$ cat src/rtl/mem_access_pkg.sv
// Shared types and decode constants for the AKARIN memory-access stage.
// Holds the stage packets, the access FSM encoding and the alignment rule.
package mem_access_pkg;

  localparam int XLEN      = 32;
  localparam int NUM_LANES = XLEN / 8;

  localparam logic [6:0] OP_LOAD  = 7'b0000011;
  localparam logic [6:0] OP_STORE = 7'b0100011;

  localparam logic [2:0] F3_LB  = 3'b000;
  localparam logic [2:0] F3_LH  = 3'b001;
  localparam logic [2:0] F3_LW  = 3'b010;
  localparam logic [2:0] F3_LBU = 3'b100;
  localparam logic [2:0] F3_LHU = 3'b101;
  localparam logic [2:0] F3_SB  = 3'b000;
  localparam logic [2:0] F3_SH  = 3'b001;
  localparam logic [2:0] F3_SW  = 3'b010;

  typedef enum logic [1:0] {IDLE, REQ, WAIT, DONE} mem_state_e;

  typedef struct packed {
    logic [XLEN-1:0] pc;
    logic [31:0]     inst32;
    logic            instValid;
    logic [4:0]      destReg;
    logic [XLEN-1:0] res;
    logic [XLEN-1:0] storeData;
  } ex2memPkt;

  typedef struct packed {
    logic [XLEN-1:0] pc;
    logic [31:0]     inst32;
    logic            instValid;
    logic [4:0]      destReg;
    logic [XLEN-1:0] res;
    logic            misalign;
  } mem2wbPkt;

  function automatic logic is_mem_op(input logic [6:0] op);
    return (op == OP_LOAD) || (op == OP_STORE);
  endfunction

  // funct3[1:0] gives the access size for both loads and stores.
  function automatic logic is_misaligned(input logic [2:0] f3, input logic [1:0] a);
    case (f3[1:0])
      2'b01:   return a[0];
      2'b10:   return a != 2'b00;
      default: return 1'b0;
    endcase
  endfunction

endpackage

$ cat src/rtl/mem_access_lane_fmt.sv
// Byte-lane formatting: store enables/data, load extract/extend, misalign flag.
// Purely combinational; the caller qualifies outputs with load/store decode.
module mem_lane_fmt
  import mem_access_pkg::*;
(
  input  logic [2:0]           funct3,
  input  logic [1:0]           addr_lo,
  input  logic [XLEN-1:0]      store_data,
  input  logic [XLEN-1:0]      rdata,
  output logic [NUM_LANES-1:0] be,
  output logic [XLEN-1:0]      wdata,
  output logic [XLEN-1:0]      ld_data,
  output logic                 misalign
);

  genvar i;
  generate
    for (i = 0; i < NUM_LANES; i++) begin : g_lane
      localparam logic [1:0] LANE = 2'(i);
      // Byte stores replicate lane 0, half stores replicate the low half.
      assign be[i] = (funct3[1:0] == 2'b00) ? (addr_lo == LANE) :
                     (funct3[1:0] == 2'b01) ? (addr_lo[1] == LANE[1]) : 1'b1;
      assign wdata[i*8 +: 8] = (funct3[1:0] == 2'b00) ? store_data[7:0] :
                               (funct3[1:0] == 2'b01) ? store_data[(i%2)*8 +: 8] :
                                                        store_data[i*8 +: 8];
    end
  endgenerate

  logic [7:0]  ld_b;
  logic [15:0] ld_h;

  assign ld_b = rdata[8*addr_lo +: 8];
  assign ld_h = addr_lo[1] ? rdata[31:16] : rdata[15:0];

  always_comb begin
    ld_data = rdata;
    case (funct3)
      F3_LB:   ld_data = {{24{ld_b[7]}}, ld_b};
      F3_LH:   ld_data = {{16{ld_h[15]}}, ld_h};
      F3_LBU:  ld_data = {24'd0, ld_b};
      F3_LHU:  ld_data = {16'd0, ld_h};
      default: ld_data = rdata;
    endcase
  end

  assign misalign = is_misaligned(funct3, addr_lo);

endmodule

$ cat src/rtl/mem_access.sv
// Memory-access stage: pipeline register plus load/store handshake FSM.
// Outputs depend only on the register and FSM state, never on dmem_* inputs.
module mem_access
  import mem_access_pkg::*;
(
  input  logic                 clk,
  input  logic                 rst,
  input  logic                 stall,
  input  ex2memPkt             ex2mem_i,
  output mem2wbPkt             mem2wb_o,
  output logic                 busy_o,
  output logic                 dmem_req_valid,
  input  logic                 dmem_req_ready,
  output logic [XLEN-1:0]      dmem_addr,
  output logic                 dmem_we,
  output logic [NUM_LANES-1:0] dmem_be,
  output logic [XLEN-1:0]      dmem_wdata,
  input  logic                 dmem_rsp_valid,
  input  logic [XLEN-1:0]      dmem_rdata
);

  ex2memPkt        pkt_q;
  mem_state_e      state_q, state_d;
  logic [XLEN-1:0] ld_q;

  logic            capture;
  logic            is_load_q, is_store_q, mis_q;
  logic [2:0]      f3_q;
  logic            in_go;

  logic [NUM_LANES-1:0] fmt_be;
  logic [XLEN-1:0]      fmt_wdata, fmt_ld;
  logic                 fmt_mis;

  assign busy_o  = (state_q == REQ) || (state_q == WAIT);
  assign capture = !stall && !busy_o;

  assign f3_q       = pkt_q.inst32[14:12];
  assign is_load_q  = pkt_q.inst32[6:0] == OP_LOAD;
  assign is_store_q = pkt_q.inst32[6:0] == OP_STORE;
  assign mis_q      = pkt_q.instValid && (is_load_q || is_store_q) && fmt_mis;

  // Decide the post-capture state from the incoming packet so REQ is
  // entered on the same edge that loads the register.
  assign in_go = ex2mem_i.instValid && is_mem_op(ex2mem_i.inst32[6:0]) &&
                 !is_misaligned(ex2mem_i.inst32[14:12], ex2mem_i.res[1:0]);

  mem_lane_fmt u_fmt (
    .funct3     (f3_q),
    .addr_lo    (pkt_q.res[1:0]),
    .store_data (pkt_q.storeData),
    .rdata      (dmem_rdata),
    .be         (fmt_be),
    .wdata      (fmt_wdata),
    .ld_data    (fmt_ld),
    .misalign   (fmt_mis)
  );

  always_ff @(posedge clk) begin
    if (rst) begin
      pkt_q   <= '0;
      state_q <= IDLE;
      ld_q    <= '0;
    end else begin
      state_q <= state_d;
      if (capture) pkt_q <= ex2mem_i;
      if (state_q == WAIT && dmem_rsp_valid) ld_q <= fmt_ld;
    end
  end

  always_comb begin
    state_d = state_q;
    case (state_q)
      IDLE, DONE: if (capture) state_d = in_go ? REQ : IDLE;
      REQ:        if (dmem_req_ready) state_d = is_load_q ? WAIT : DONE;
      WAIT:       if (dmem_rsp_valid) state_d = DONE;
      default:    state_d = IDLE;
    endcase
  end

  always_comb begin
    mem2wb_o.pc        = pkt_q.pc;
    mem2wb_o.inst32    = pkt_q.inst32;
    mem2wb_o.instValid = pkt_q.instValid && !busy_o;
    mem2wb_o.misalign  = mis_q;
    mem2wb_o.res       = (state_q == DONE && is_load_q) ? ld_q : pkt_q.res;
    mem2wb_o.destReg   = pkt_q.destReg;
    if (!pkt_q.instValid || is_store_q || mis_q || busy_o) mem2wb_o.destReg = '0;
  end

  // Request fields come straight from the held register, so they are
  // stable for the whole REQ interval.
  assign dmem_req_valid = state_q == REQ;
  assign dmem_addr      = {pkt_q.res[XLEN-1:2], 2'b00};
  assign dmem_we        = dmem_req_valid && is_store_q;
  assign dmem_be        = dmem_req_valid ? fmt_be : '0;
  assign dmem_wdata     = fmt_wdata;

endmodule

$ cat config.mk
export PLATFORM = sky130hd
export DESIGN_NAME = mem_access
export DESIGN_NICKNAME = d
export VERILOG_FILES = /design/src/rtl/mem_access_pkg.sv /design/src/rtl/mem_access_lane_fmt.sv /design/src/rtl/mem_access.sv
export SDC_FILE = /design/constraint.sdc
export NUM_CORES = 1
export LEC_CHECK = 0
export ABC_CLOCK_PERIOD_IN_PS = 1850
export BUFFER_PORTS_ARGS = -buffer_cell sky130_fd_sc_hd__buf_4
export CAP_MARGIN = 15
export CELL_PAD_IN_SITES_DETAIL_PLACEMENT = 0
export CELL_PAD_IN_SITES_GLOBAL_PLACEMENT = 1
export CORE_MARGIN = 3
export CORE_UTILIZATION = 34
export CTS_CLUSTER_SIZE = 20
export DETAILED_ROUTE_END_ITERATION = 6
export GPL_ROUTABILITY_DRIVEN = 0
export PLACE_DENSITY = 0.91
export SYNTH_ARGS = -nofsm -noshare
export SYNTH_HDL_FRONTEND = slang
export SYNTH_SLANG_ARGS = --single-unit
$ cat constraint.sdc
create_clock -name clk -period 1.85 [get_ports clk]
set_input_delay 0 -clock clk [delete_from_list [all_inputs] [get_ports clk]]
set_output_delay 0 -clock clk [all_outputs]
set_load 0.005 [all_outputs]
==> key figures, run 1 <==
Logic synthesis
  • Post-synth EDFFs: 0
  • Syn Inst Count: 1036
  • Number of synthesis warnings: 0
  • Seq/Total Area, Yosys: 0.4112
  • Post-Synthesis Cell Area: 0.008179 mm2
  • Synth unique cells: 41
  • Fraction of registers with async set or reset after synthesis: 0
  • Most frequent cells after synthesis: 307 x nand2_1, 180 x a21oi_1, 168 x dfxtp_1
  • Synth area leader: dfxtp_1
  • Top-count cell post-synth: nand2_1
  • Syn Area/Cell: 7.895 um2
  • Predominant post-synthesis flop cell: dfxtp_1
  • #FFs+latches synth: 168
  • Share of the synthesized area in the top cell type: 0.4112
  • Area contributors post-synth: dfxtp_1 41%, nand2_1 14%, a21oi_1 11%

Finish
  • Final core occ: 0.5480
  • Register area: 0.003369 mm2
  • Layout Cells excl Fill: 1761
  • Diode count: 0
  • Fin nets: 1608
  • Share of layout cells above drive strength 1: 0.3322
  • Fillers: 2111
  • Final Cell Area: 0.01290 mm2
  • Footprint of the multi-input gates: 0.003759 mm2
  • Area grow syn2layout: 57.73%

Route
  • First DRT Iteration DRCs: 685
  • Wire length per cell: 17.34 um
  • DRT Pass-1 Iters: 6
  • DR vias/cell: 4.840
  • Routed vias: 8523
  • Post-DRT Antenna Nets: 0
  • # DRC: 0
  • WL final: 30530 um

Global route
  • M2 GR Usage: 0.3834
  • Largest net degree at the start of global routing: 100
  • GRT Util Overall: 0.2193
  • Grt met3 use: 0.05668
  • Vias in the first global route: 8361
  • Initial antenna violation count: 0
  • Global route overflow: 0
  • First-pass GRT wire length: 45730 um
  • Global route hottest layer: met2
  • GR Util met1: 0.2611

CTS
  • H-tree Lvls: 4
  • CTS root buf: clkbuf_16
  • Worst skew pair latency: 430 ps
  • CTS tree: built
  • Sink Count: 168
  • CTS buffer count: 17
  • Clock Path Buffers: 2
  • Clock-pin slew on the worst setup and hold paths: 80 ps

Worst setup path
  • Crit path required time: 1850 ps
  • Crit Path Class: flop to output pin
  • Maximum fanout along the worst path: 32
  • CP Capture Type: output pin
  • Arr. time, crit path: 2090 ps
  • Startpoint types: flop

Place
  • Placed cell count: 1547
  • Placed cell area: 0.01034 mm2
  • Port Buffers: 342
  • Final HPWL DP: 19430 um
  • Setup Slack @ Placement: -15.99 ps

STA
  • # setup viols final: 41
  • RSZ-0062 raised after global routing: true
  • Period minus WS final: 2087 ps
  • Relative slew slack: 0.5021
  • Final Hold Viols: 0
  • Crit share post-route: 1.128
  • Hold_ws: 102.0 ps
  • FMAX: 479.2 MHz
  • Clk_skew: 19.80 ps
  • Post-route setup TNS: -6560 ps
  • Slew Viols, Final: 0
  • Worst Tran Pin Value: 739.1 ps
  • Setup ws final: -236.7 ps

Power and ir drop
  • Clk network pwr share: 0.380
  • Switching share of power: 0.2753
  • Psw: 2.530 mW
  • Seq pwr share: 0.425
  • Total power: 9.190 mW
  • Pleak: 5.881 nW
  • Peak supply drop: 0.4970 mV
  • Internal power: 6.659 mW
  • Combinational share of power: 0.196
  • Power density over cell area: 712.3 mW/mm2

Floorplan
  • Initial core utilization: 0.3474
  • I/O pin cnt: 345
  • Die height: 161.1 um
  • Die X: 161.1 um
  • Die area: 0.02595 mm2
  • Core Area: 0.02354 mm2
  • Row cnt: 56

Outcome
  • Failing checks: setup timing
  • Outcome: finished, violations left

Job
  • Max-Cap Viols: 0

Worst hold path
  • Hold/Removal Path Class: primary input to flop
[power groups by stage]
stage,clock network [mW],registers (mW),logic (mW)
4_1_cts,3.56,3.90,1.73
3_3_place_gp,0,3.97,1.36
3_5_place_dp,0,3.98,1.38
6_report,3.49,3.90,1.80
5_1_grt,3.70,3.92,1.93
2_1_floorplan,0,3.94,0.751
[what timing repair did]
| item | 4_1_cts | 5_1_grt |
|---|---|---|
| hold endpoints to repair | 167 | 0 |
| pin swaps | 4 | 6 |
| setup endpoints to repair | 61 | 156 |
| gates cloned | 1 | 3 |
| resized for setup | 33 | 12 |
| buffers inserted | 4 | 8 |
| hold buffers | 167 | 0 |
[state kept, by name, summed over array words and instances (netlist names)]
| register | flops |
|---|---|
| state_q | 2 |
| dmem_addr | 30 |
| ld_q | 32 |
| mem2wb_o | 64 |
| pkt_q | 40 |
[cells in the final DEF (no fill, tap or decap), drive strengths merged, types with 3 or more instances in the layout]
cell         synthesis  final
inv                 19     23
a22oi                9      9
mux2i               10     10
dfxtp              168    168
buf                132    378
clkbuf              43     23
a211o                6      6
clkinv               0      6
dlygate4sd3          0    167
and2                 5      5
a31oi                4      4
o22ai                3      3
a21oi              180    180
o21ai               51     51
mux2                46     46
nand2b               4      4
nor2                16     16
nand2              307    307
ha                   8      8
[per-layer routing]
metal / vias up / wire length, um
met5: - / 0
met4: 0 / 828
met3: 60 / 2230
met2: 368 / 15170
met1: 3986 / 12300
li1: 4109 / -
[final timing paths]
kind,start,depth (start not counted),slack [ps],end
worst max-delay path,mem2wb_o[45]$_SDFFE_PP0P_,6,-240,mem2wb_o[9]
worst min-delay path,dmem_req_ready,4,100,state_q[1]$_SDFFE_PP0P_
worst max register to register,state_q[0]$_SDFFE_PP0P_,8,-20,mem2wb_o[100]$_SDFFE_PP0P_
worst min register to register,mem2wb_o[56]$_SDFFE_PP0P_,2,460,mem2wb_o[56]$_SDFFE_PP0P_
[worst max-delay path, cell delays in order, from the launching register on]
cell and delay (ps):
dfxtp_2 350, nor4_4 270, and3_4 240, nand3b_4 90
buf_12 200, mux2_4 340, buf_4 140
[layout make-up]
class                      count  area share
sequential                   168      0.2612
clock buffer                  20     0.03540
multi-input combinational    675      0.2913
inverter                      19    0.005528
timing repair buffer         548      0.3669
clock inverter                12    0.008729
tap                          319     0.03094
[cell families after synthesis]
group / after synthesis / synth area share
flops: 168 / 0.4112
fa+ha+maj: 8 / 0.01224
other cells: 1 / 0.0004585
buf+inv: 194 / 0.1439
mux: 57 / 0.09209
compound gates: 262 / 0.1718
simple gates: 346 / 0.1683
(Power assumes the default switching activity.)
==> run 2: changes to the inputs <==
--- a/config.mk
+++ b/config.mk
@@ -8,14 +8,12 @@
 export ABC_CLOCK_PERIOD_IN_PS = 1850
 export BUFFER_PORTS_ARGS = -buffer_cell sky130_fd_sc_hd__buf_4
 export CAP_MARGIN = 15
-export CELL_PAD_IN_SITES_DETAIL_PLACEMENT = 0
-export CELL_PAD_IN_SITES_GLOBAL_PLACEMENT = 1
 export CORE_MARGIN = 3
-export CORE_UTILIZATION = 34
+export CORE_UTILIZATION = 48
 export CTS_CLUSTER_SIZE = 20
 export DETAILED_ROUTE_END_ITERATION = 6
 export GPL_ROUTABILITY_DRIVEN = 0
-export PLACE_DENSITY = 0.91
+export PLACE_DENSITY = 0.9
 export SYNTH_ARGS = -nofsm -noshare
 export SYNTH_HDL_FRONTEND = slang
 export SYNTH_SLANG_ARGS = --single-unit
==> key figures, run 2 (synthesized netlist as in run 1, its figures left out) <==
Global route
  • GRT Util Overall: 0.3365
  • Initial antenna violation count: 2
  • First-pass GRT wire length: 49340 um
  • Largest net degree at the start of global routing: 83
  • Global route overflow: 0
  • Vias in the first global route: 9379

Finish
  • Final Cell Area: 0.01298 mm2
  • Fin nets: 1609
  • Area grow syn2layout: 58.65%
  • Leading cell type in the layout, fill and taps excluded: buf_4
  • Max reg flops: 64
  • Most frequent cells in the layout: 331 x buf_4, 307 x nand2_1, 178 x a21oi_1
  • Layout Cells excl Fill: 1667
  • Share of layout cells above drive strength 1: 0.3410

Route
  • DRT Pass-1 Iters: 6
  • First DRT Iteration DRCs: 762
  • Wire length per cell: 20.02 um
  • Post-DRT Antenna Nets: 0
  • # DRC: 0
  • DR vias/cell: 5.501
  • WL final: 33370 um
  • Routed vias: 9170

Floorplan
  • I/O pin cnt: 345
  • Die height: 136.5 um
  • Initial core utilization: 0.4915
  • Die area: 0.01864 mm2
  • Row cnt: 47
  • Die X: 136.5 um
  • Core Area: 0.01664 mm2

Power and ir drop
  • Pleak: 5.938 nW
  • Psw: 2.526 mW
  • Seq pwr share: 0.404
  • Power density over cell area: 747.3 mW/mm2
  • Internal power: 7.171 mW
  • Clk network pwr share: 0.402
  • Switching share of power: 0.2605
  • Peak supply drop: 0.6555 mV
  • Combinational share of power: 0.194

STA
  • RSZ-0062 raised after global routing: true
  • Setup ws final: -209.6 ps
  • Clk_skew: 8.040 ps
  • FMAX: 485.5 MHz
  • Worst Tran Pin Value: 908.7 ps
  • Relative slew slack: 0.3942
  • Post-route setup TNS: -5409 ps
  • Final Hold Viols: 0
  • Slew Viols, Final: 0
  • Crit share post-route: 1.113
  • Period minus WS final: 2060 ps
  • # setup viols final: 33

CTS
  • Worst skew pair latency: 420 ps
  • CTS root buf: clkbuf_16
  • Clock Path Buffers: 2
  • CTS buffer count: 17
  • Sink Count: 168
  • Clock-pin slew on the worst setup and hold paths: 70 ps
  • CTS tree: built
  • H-tree Lvls: 4

Outcome
  • Outcome: finished, violations left
  • Failing checks: setup timing

Worst hold path
  • Hold/Removal Path Class: primary input to flop

Place
  • Final HPWL DP: 18980 um
  • Placed cell count: 1448
  • Placed cell area: 0.01021 mm2
  • Port Buffers: 342
  • Setup Slack @ Placement: 19.30 ps

Job
  • Max-Cap Viols: 0

Worst setup path
  • Crit path required time: 1850 ps
  • Crit Path Class: flop to output pin
  • CP Capture Type: output pin
  • Startpoint types: flop
  • Maximum fanout along the worst path: 24
  • Arr. time, crit path: 2060 ps
==> run 2: changes by cell type in the layout (fill, tap and decap cells not counted), sizes merged <==
cell	previous run	this run
bufinv	0	4
diode	0	4
buf	378	381
clkbuf	23	20
clkinv	6	4
clkinvlp	2	1
==> run 2: timing repair <==
action | CTS | global route
gates resized for setup | 69 | 26
setup buffers | 6 | 9
setup endpoints to repair | 60 | 52
hold buffers | 167 | 0
gates cloned | 1 | 0
endpoints found under the hold margin | 167 | 0
pin swaps | 4 | 10
==> run 2: worst paths after layout <==
| check | startpoint | end | slack (ps) | cells after the start |
|---|---|---|---|---|
| min | dmem_rsp_valid | ld_q[15]$_SDFFE_PP0P_ | 70 | 4 |
| max | mem2wb_o[45]$_SDFFE_PP0P_ | mem2wb_o[15] | -210 | 6 |
| max reg2reg | mem2wb_o[51]$_SDFFE_PP0P_ | ld_q[5]$_SDFFE_PP0P_ | 50 | 7 |
| min reg2reg | mem2wb_o[94]$_SDFFE_PP0P_ | mem2wb_o[94]$_SDFFE_PP0P_ | 460 | 2 |
==> run 2: metrics by stage <==
step | utilization | hold slack [ps] | power [mW]
after floorplan | - | 134.1 | 4.687
after detailed placement | 0.6133 | 254.1 | 5.339
final | 0.7797 | 65.08 | 9.697
after global routing | 0.7794 | 122.2 | 9.976
after CTS | 0.7707 | 50.43 | 9.540
after global placement | 0.6133 | 245.9 | 5.298
==> run 2: final cells by class <==
cell class | count | area (um2)
repair buffers | 549 | 4836
multi-input cells | 675 | 3772
fillers | 957 | 3666
flip-flops and latches | 168 | 3373
clock buffers | 19 | 442.9
well taps | 220 | 275.3
clock inverters | 13 | 190.2
inverters | 19 | 76.32
diodes | 4 | 10.01
==> run 2: layer usage <==
layer / GRT usage / up-vias / share of wire
met5: 0 / - / 0
met4: 0.1943 / 0 / 0.056
met3: 0.09301 / 155 / 0.094
met2: 0.5936 / 645 / 0.50
met1: 0.3592 / 4241 / 0.35
li1: - / 4129 / -
==> run 2: worst max-delay path, cell delays in order (launching register included) <==
cell and delay [ps]:
dfxtp_2 330, nor4_4 280, and3_4 240, nand3b_4 110, buf_12 190, mux2_4 340
buf_6 120
==> run 2: power groups by stage <==
| stage | clock [mW] | combinational, mW | sequential (mW) |
|---|---|---|---|
| floorplan | 0 | 0.751 | 3.94 |
| global placement | 0 | 1.33 | 3.97 |
| detailed placement | 0 | 1.36 | 3.98 |
| CTS | 3.90 | 1.74 | 3.90 |
| global route | 4.05 | 1.99 | 3.93 |
| finish | 3.89 | 1.88 | 3.92 |
